<file path="src/rtl/mmio_bus_master.sv">
// Initiator for the CS_N/RD_N/WR_N peripheral bus: turns single CPU load/store requests into
// timed strobe cycles with one response each, and synchronizes the peripheral interrupt.
module mmio_bus_master #(
  parameter logic [19:0] IO_BASE    = 20'hFFFF0,
  parameter int unsigned SETUP_CYC  = 1,
  parameter int unsigned STROBE_CYC = 2,
  parameter int unsigned HOLD_CYC   = 1
) (
  input  logic        CLOCK_50,
  input  logic        reset,
  input  logic        req_valid,
  output logic        req_ready,
  input  logic        req_we,
  input  logic [31:0] req_addr,
  input  logic [31:0] req_wdata,
  output logic        rsp_valid,
  output logic [31:0] rsp_rdata,
  output logic        rsp_err,
  output logic        CS_N,
  output logic        RD_N,
  output logic        WR_N,
  output logic [11:0] Addr,
  output logic [31:0] WData,
  input  logic [31:0] RData,
  input  logic        Intr_N,
  output logic        irq
);

  typedef enum logic [2:0] {
    StIdle,
    StSetup,
    StStrobe,
    StHold,
    StResp
  } state_e;

  // Counter reload values: each state lasts (load + 1) cycles.
  localparam int unsigned SetupM1  = (SETUP_CYC  > 0) ? SETUP_CYC  - 1 : 0;
  localparam int unsigned StrobeM1 = (STROBE_CYC > 0) ? STROBE_CYC - 1 : 0;
  localparam int unsigned HoldM1   = (HOLD_CYC   > 0) ? HOLD_CYC   - 1 : 0;
  localparam logic [3:0]  SetupLoad  = SetupM1[3:0];
  localparam logic [3:0]  StrobeLoad = StrobeM1[3:0];
  localparam logic [3:0]  HoldLoad   = HoldM1[3:0];
  localparam bit          HasSetup   = (SETUP_CYC != 0);
  localparam bit          HasHold    = (HOLD_CYC != 0);

  state_e      state_q, state_d;
  logic [3:0]  cnt_q, cnt_d;
  logic        req_ready_q, req_ready_d;
  logic        rsp_valid_q, rsp_valid_d;
  logic        rsp_err_q, rsp_err_d;
  logic [31:0] rsp_rdata_q, rsp_rdata_d;
  logic        cs_n_q, cs_n_d;
  logic        rd_n_q, rd_n_d;
  logic        wr_n_q, wr_n_d;
  logic [11:0] addr_q, addr_d;
  logic [31:0] wdata_q, wdata_d;
  logic        we_q, we_d;
  logic        sync1_q, sync2_q;

  logic accept;
  logic legal;
  logic bus_active;

  assign accept = req_valid & req_ready_q;
  assign legal  = (req_addr[31:12] == IO_BASE) && (req_addr[1:0] == 2'b00);

  always_comb begin
    state_d     = state_q;
    cnt_d       = cnt_q;
    addr_d      = addr_q;
    wdata_d     = wdata_q;
    we_d        = we_q;
    rsp_rdata_d = rsp_rdata_q;
    rsp_err_d   = 1'b0;

    unique case (state_q)
      StIdle: begin
        if (accept) begin
          addr_d      = req_addr[11:0];
          wdata_d     = req_wdata;
          we_d        = req_we;
          rsp_rdata_d = '0;
          if (!legal) begin
            // Rejected requests never touch the bus; err is only ever high alongside rsp_valid.
            state_d   = StResp;
            rsp_err_d = 1'b1;
          end else if (HasSetup) begin
            state_d = StSetup;
            cnt_d   = SetupLoad;
          end else begin
            state_d = StStrobe;
            cnt_d   = StrobeLoad;
          end
        end
      end

      StSetup: begin
        if (cnt_q == 4'd0) begin
          state_d = StStrobe;
          cnt_d   = StrobeLoad;
        end else begin
          cnt_d = cnt_q - 4'd1;
        end
      end

      StStrobe: begin
        if (cnt_q == 4'd0) begin
          if (!we_q) begin
            rsp_rdata_d = RData;
          end
          if (HasHold) begin
            state_d = StHold;
            cnt_d   = HoldLoad;
          end else begin
            state_d = StResp;
          end
        end else begin
          cnt_d = cnt_q - 4'd1;
        end
      end

      StHold: begin
        if (cnt_q == 4'd0) begin
          state_d = StResp;
        end else begin
          cnt_d = cnt_q - 4'd1;
        end
      end

      StResp: begin
        state_d = StIdle;
      end

      default: begin
        state_d = StIdle;
      end
    endcase
  end

  // Bus and handshake outputs are registered from the next state, so each appears in the
  // same cycle as the state it belongs to.
  always_comb begin
    bus_active  = (state_d == StSetup) || (state_d == StStrobe) || (state_d == StHold);
    req_ready_d = (state_d == StIdle);
    rsp_valid_d = (state_d == StResp);
    cs_n_d      = ~bus_active;
    rd_n_d      = ~((state_d == StStrobe) && !we_d);
    wr_n_d      = ~((state_d == StStrobe) && we_d);
  end

  always_ff @(posedge CLOCK_50 or negedge reset) begin
    if (!reset) begin
      state_q     <= StIdle;
      cnt_q       <= 4'd0;
      req_ready_q <= 1'b0;
      rsp_valid_q <= 1'b0;
      rsp_err_q   <= 1'b0;
      rsp_rdata_q <= '0;
      cs_n_q      <= 1'b1;
      rd_n_q      <= 1'b1;
      wr_n_q      <= 1'b1;
      addr_q      <= '0;
      wdata_q     <= '0;
      we_q        <= 1'b0;
      sync1_q     <= 1'b1;
      sync2_q     <= 1'b1;
    end else begin
      state_q     <= state_d;
      cnt_q       <= cnt_d;
      req_ready_q <= req_ready_d;
      rsp_valid_q <= rsp_valid_d;
      rsp_err_q   <= rsp_err_d;
      rsp_rdata_q <= rsp_rdata_d;
      cs_n_q      <= cs_n_d;
      rd_n_q      <= rd_n_d;
      wr_n_q      <= wr_n_d;
      addr_q      <= addr_d;
      wdata_q     <= wdata_d;
      we_q        <= we_d;
      sync1_q     <= Intr_N;
      sync2_q     <= sync1_q;
    end
  end

  assign req_ready = req_ready_q;
  assign rsp_valid = rsp_valid_q;
  assign rsp_err   = rsp_err_q;
  assign rsp_rdata = rsp_rdata_q;
  assign CS_N      = cs_n_q;
  assign RD_N      = rd_n_q;
  assign WR_N      = wr_n_q;
  assign Addr      = addr_q;
  assign WData     = wdata_q;
  assign irq       = ~sync2_q;

endmodule

</file>
<file path="config.mk">
export PLATFORM = sky130hd
export DESIGN_NAME = mmio_bus_master
export DESIGN_NICKNAME = d
export VERILOG_FILES = /design/src/rtl/mmio_bus_master.sv
export SDC_FILE = /design/constraint.sdc
export NUM_CORES = 1
export LEC_CHECK = 0
export ABC_AREA = 1
export BUFFER_PORTS_ARGS = -buffer_cell sky130_fd_sc_hd__clkbuf_2
export CAP_MARGIN = 30
export CORE_ASPECT_RATIO = 1.2
export CORE_MARGIN = 10
export CORE_UTILIZATION = 25
export DETAILED_ROUTE_END_ITERATION = 6
export SYNTH_ARGS = -nofsm -noshare
export SYNTH_HDL_FRONTEND = slang
export SYNTH_SLANG_ARGS = --single-unit
</file>
<file path="constraint.sdc">
create_clock -name CLOCK_50 -period 1.9 [get_ports CLOCK_50]
set_input_delay 0.475 -clock CLOCK_50 [delete_from_list [all_inputs] [get_ports CLOCK_50]]
set_output_delay 0.475 -clock CLOCK_50 [all_outputs]
set_load 0.005 [all_outputs]
</file>
==> metrics <==
Max Fclk around 0.55 GHz; NetSw about 1900 uW; CP peak stage delay 0.39 ns; Period minus WS final about 1.8 ns; Comb power frac 26.1%; # diodes 0; largest net degree at the start of global routing between 60 and 70; worst slack, placed approximately 0.092 ns; flops & latches, synth 92; vias approximately 3400; CTS root buf clkbuf_16; slowest cell on the critical path dfrtp_1; die area slightly above 0.02 sq mm; Pwr Density 1100 mW/mm^2; Synth Warn # 0; Max IR drop VDD 0.352 mV; H-tree level count 3; CP endpoint kind flop; sw frac around 31%; Final GP Congestion ~0.77; fin nets 730; Initial Util 25.6%; Slew @ Worst Pin 0.355 ns; Total GRT Usage between 10% and 20%; Seq pwr share between 40% and 50%; routing usage on met2 between 10% and 20%; share of layout cells above drive strength 1 a little over a third; vias in the first global route 3400; outcome completed; Gate Count Post-Synth 440; Worst slew margin between 70 and 80%; Final setup viols 0; cell area after synthesis roughly 0.0038 sq mm; dominant cells by area after synthesis dfrtp_1 (57%), nand2_1 (16%), nand3_1 (5.5%), inv_1 (4.9%), o21ai_0 (4.3%); routed wire length about 12000 um; critical path type reg2reg; Clock Path Buffers 2; period utilization 94.9%; Synth Flop Type dfrtp_1; RR Startpoint cnt_q[0]$_DFFE_PN0P_; Worst-Skew Late Latency 0.33 ns; number of flops mapped to enable cells by yosys 0; Setup crit start cnt_q[0]$_DFFE_PN0P_; arrival time worst endpoint a little over 2 ns; syn nets 543; grt ovf 0; core area 0.0150 sq mm; global-route wire length before repair about 18000 um; skew final between 0.007 and 0.008 ns; num rows between 40 and 50; final slew viol count 0; Pre-antenna DRT Iters 4; type of origin of the critical path flop; placed instance area between 0.005 and 0.006 sq mm; per-cell routed wire length around 15 um; Worst Path Required 2.15 ns; CTS tree built; vias per cell ~4; most used cell, CP nand2_1; r2r endpoint rsp_rdata[11]$_DFFE_PN0P_; global routing's busiest layer met2; HP Class in2async; synth unique cells 26; clk slew on worst S/H paths roughly 0.07 ns; Syn Area/Cell between 8 and 9 sq um; Fin. Hold Viols 0; area leader, netlist dfrtp_1; depth of the worst register-to-register path 9; cts hold-fix bufs 0; setup ws final approximately 0.1 ns; worst-path cell chain inv_1 > ha_1 > nand2_1 > nor2_2 > nand2_1 > a21oi_4 > clkbuf_16 > nand3_1 > o21ai_0; flop2flop setup slack roughly 0.097 ns; Die H approximately 160 um; DRC 0; max_cap viols 0; M3 GR Usage about 3.2%; post-route core utilization between 30% and 40%; sequential area share after synthesis 60.0%; DP HPWL 9140 um; cell-internal power 4080 uW; area grow syn2layout 39.6%; design area about 0.0054 sq mm; # clock sinks roughly 90; TritonCTS Buffers 9; delay-heaviest family, CP flip-flops; Setup Buffers After CTS 0; number of I/O port buffers between 150 and 200; Clock Power Share 29.7%; Buf/Inv on CP 2; DR iter-0 viols between 100 and 150; met1 usage 12.7%; initial antenna violation count 0; crit-path max FO 32; Routed Antenna Nets 0; static leakage ~0.0029 uW; Ports around 180; FFs w/ async S/R, synth between 90% and 100%; die width 133 um; Synth top area share a little under three fifths
[per-stage QoR]
stage / hold slack, ns / power, uW / TNS [ns] / std cells
finish: 0.0248 / 5930 / 0 / 835
global route: 0.0328 / 6340 / -0.00827 / 835
CTS: 0.0214 / 5980 / 0 / 833
detailed placement: 0.350 / 4160 / 0 / 818
global placement: 0.346 / 4130 / 0 / 818
floorplan: 0.179 / 3330 / 0 / 440
[synthesized netlist by cell type, types with 3 or more instances]
cell type and count:
inv_1 50, nor2_1 15, clkbuf_1 7, nand4_1 8, o21ai_1 4, o21ai_0 33, nand2_1 162, nand3_1 42
dfrtp_1 87, buf_2 5, dfstp_2 5, buf_6 3
[power by group through the flow]
stage	combinational, uW	sequential (uW)	clock, uW
after global routing	1750	2680	1910
final	1550	2620	1760
after detailed placement	1510	2660	0
after floorplan	639	2690	0
after global placement	1490	2640	0
after CTS	1510	2630	1840
[state kept, by name, indices dropped and copies added (netlist names)]
register and cells:
WData 32, rsp_rdata 32, Addr 12, cnt_q 4, state_q 3, CS_N 1, RD_N 1, WR_N 1
req_ready 1, rsp_err 1, rsp_valid 1, sync1_q 1, sync2_q 1, we_q 1
[routing by layer]
| layer | wire (um) | vias up |
|---|---|---|
| li1 | - | 1745 |
| met1 | 4980 | 1574 |
| met2 | 6300 | 103 |
| met3 | 668 | 11 |
| met4 | 177 | 0 |
| met5 | 0 | - |
[cells by family after synthesis]
kind of cell / Yosys count / synth area share [%]
AND/OR/NAND/NOR: 233 / 25.3
flip-flops: 92 / 60.0
AO/OA/AOI/OAI: 43 / 6.12
XOR/XNOR: 1 / 0.228
adder cells (fa/ha/maj): 2 / 0.651
buffers and inverters: 69 / 7.65
[timing repair]
item	CTS	global route
endpoints found under the hold margin	0	0
resized for setup	0	2
endpoints found under the setup margin	0	37
[how the worst max path moves through the flow]
stage / endpoint / slack [ns] / cells after the start
global placement: cnt_q[1]$_DFFE_PN0P_ / 0.12 / 11
floorplan: rsp_rdata[11]$_DFFE_PN0P_ / 0.25 / 8
finish: rsp_rdata[11]$_DFFE_PN0P_ / 0.1 / 9
CTS: cnt_q[0]$_DFFE_PN0P_ / 0.08 / 11
global route: rsp_rdata[29]$_DFFE_PN0P_ / -0.004 / 9
detailed placement: cnt_q[0]$_DFFE_PN0P_ / 0.09 / 11
[cell usage in the layout, fill, tap and decap left out, types with 5 or more instances in the layout]
| cell type | n |
|---|---|
| buf_4 | 7 |
| o21ai_0 | 33 |
| dfrtp_1 | 87 |
| inv_1 | 50 |
| nand4_1 | 8 |
| nand3_1 | 42 |
| dfstp_2 | 5 |
| clkbuf_16 | 11 |
| nor2_1 | 14 |
| nand2_1 | 161 |
| clkbuf_2 | 182 |
[layout make-up]
cell class,instances,area [sq um]
fill,1597,9650
tap,204,255
multi-input combinational,279,1250
timing repair buffer,194,1070
clock buffer,9,225
inverter,51,191
sequential,92,2310
clock inverter,6,66.3
No activity file was read; power rests on OpenSTA's default activity.
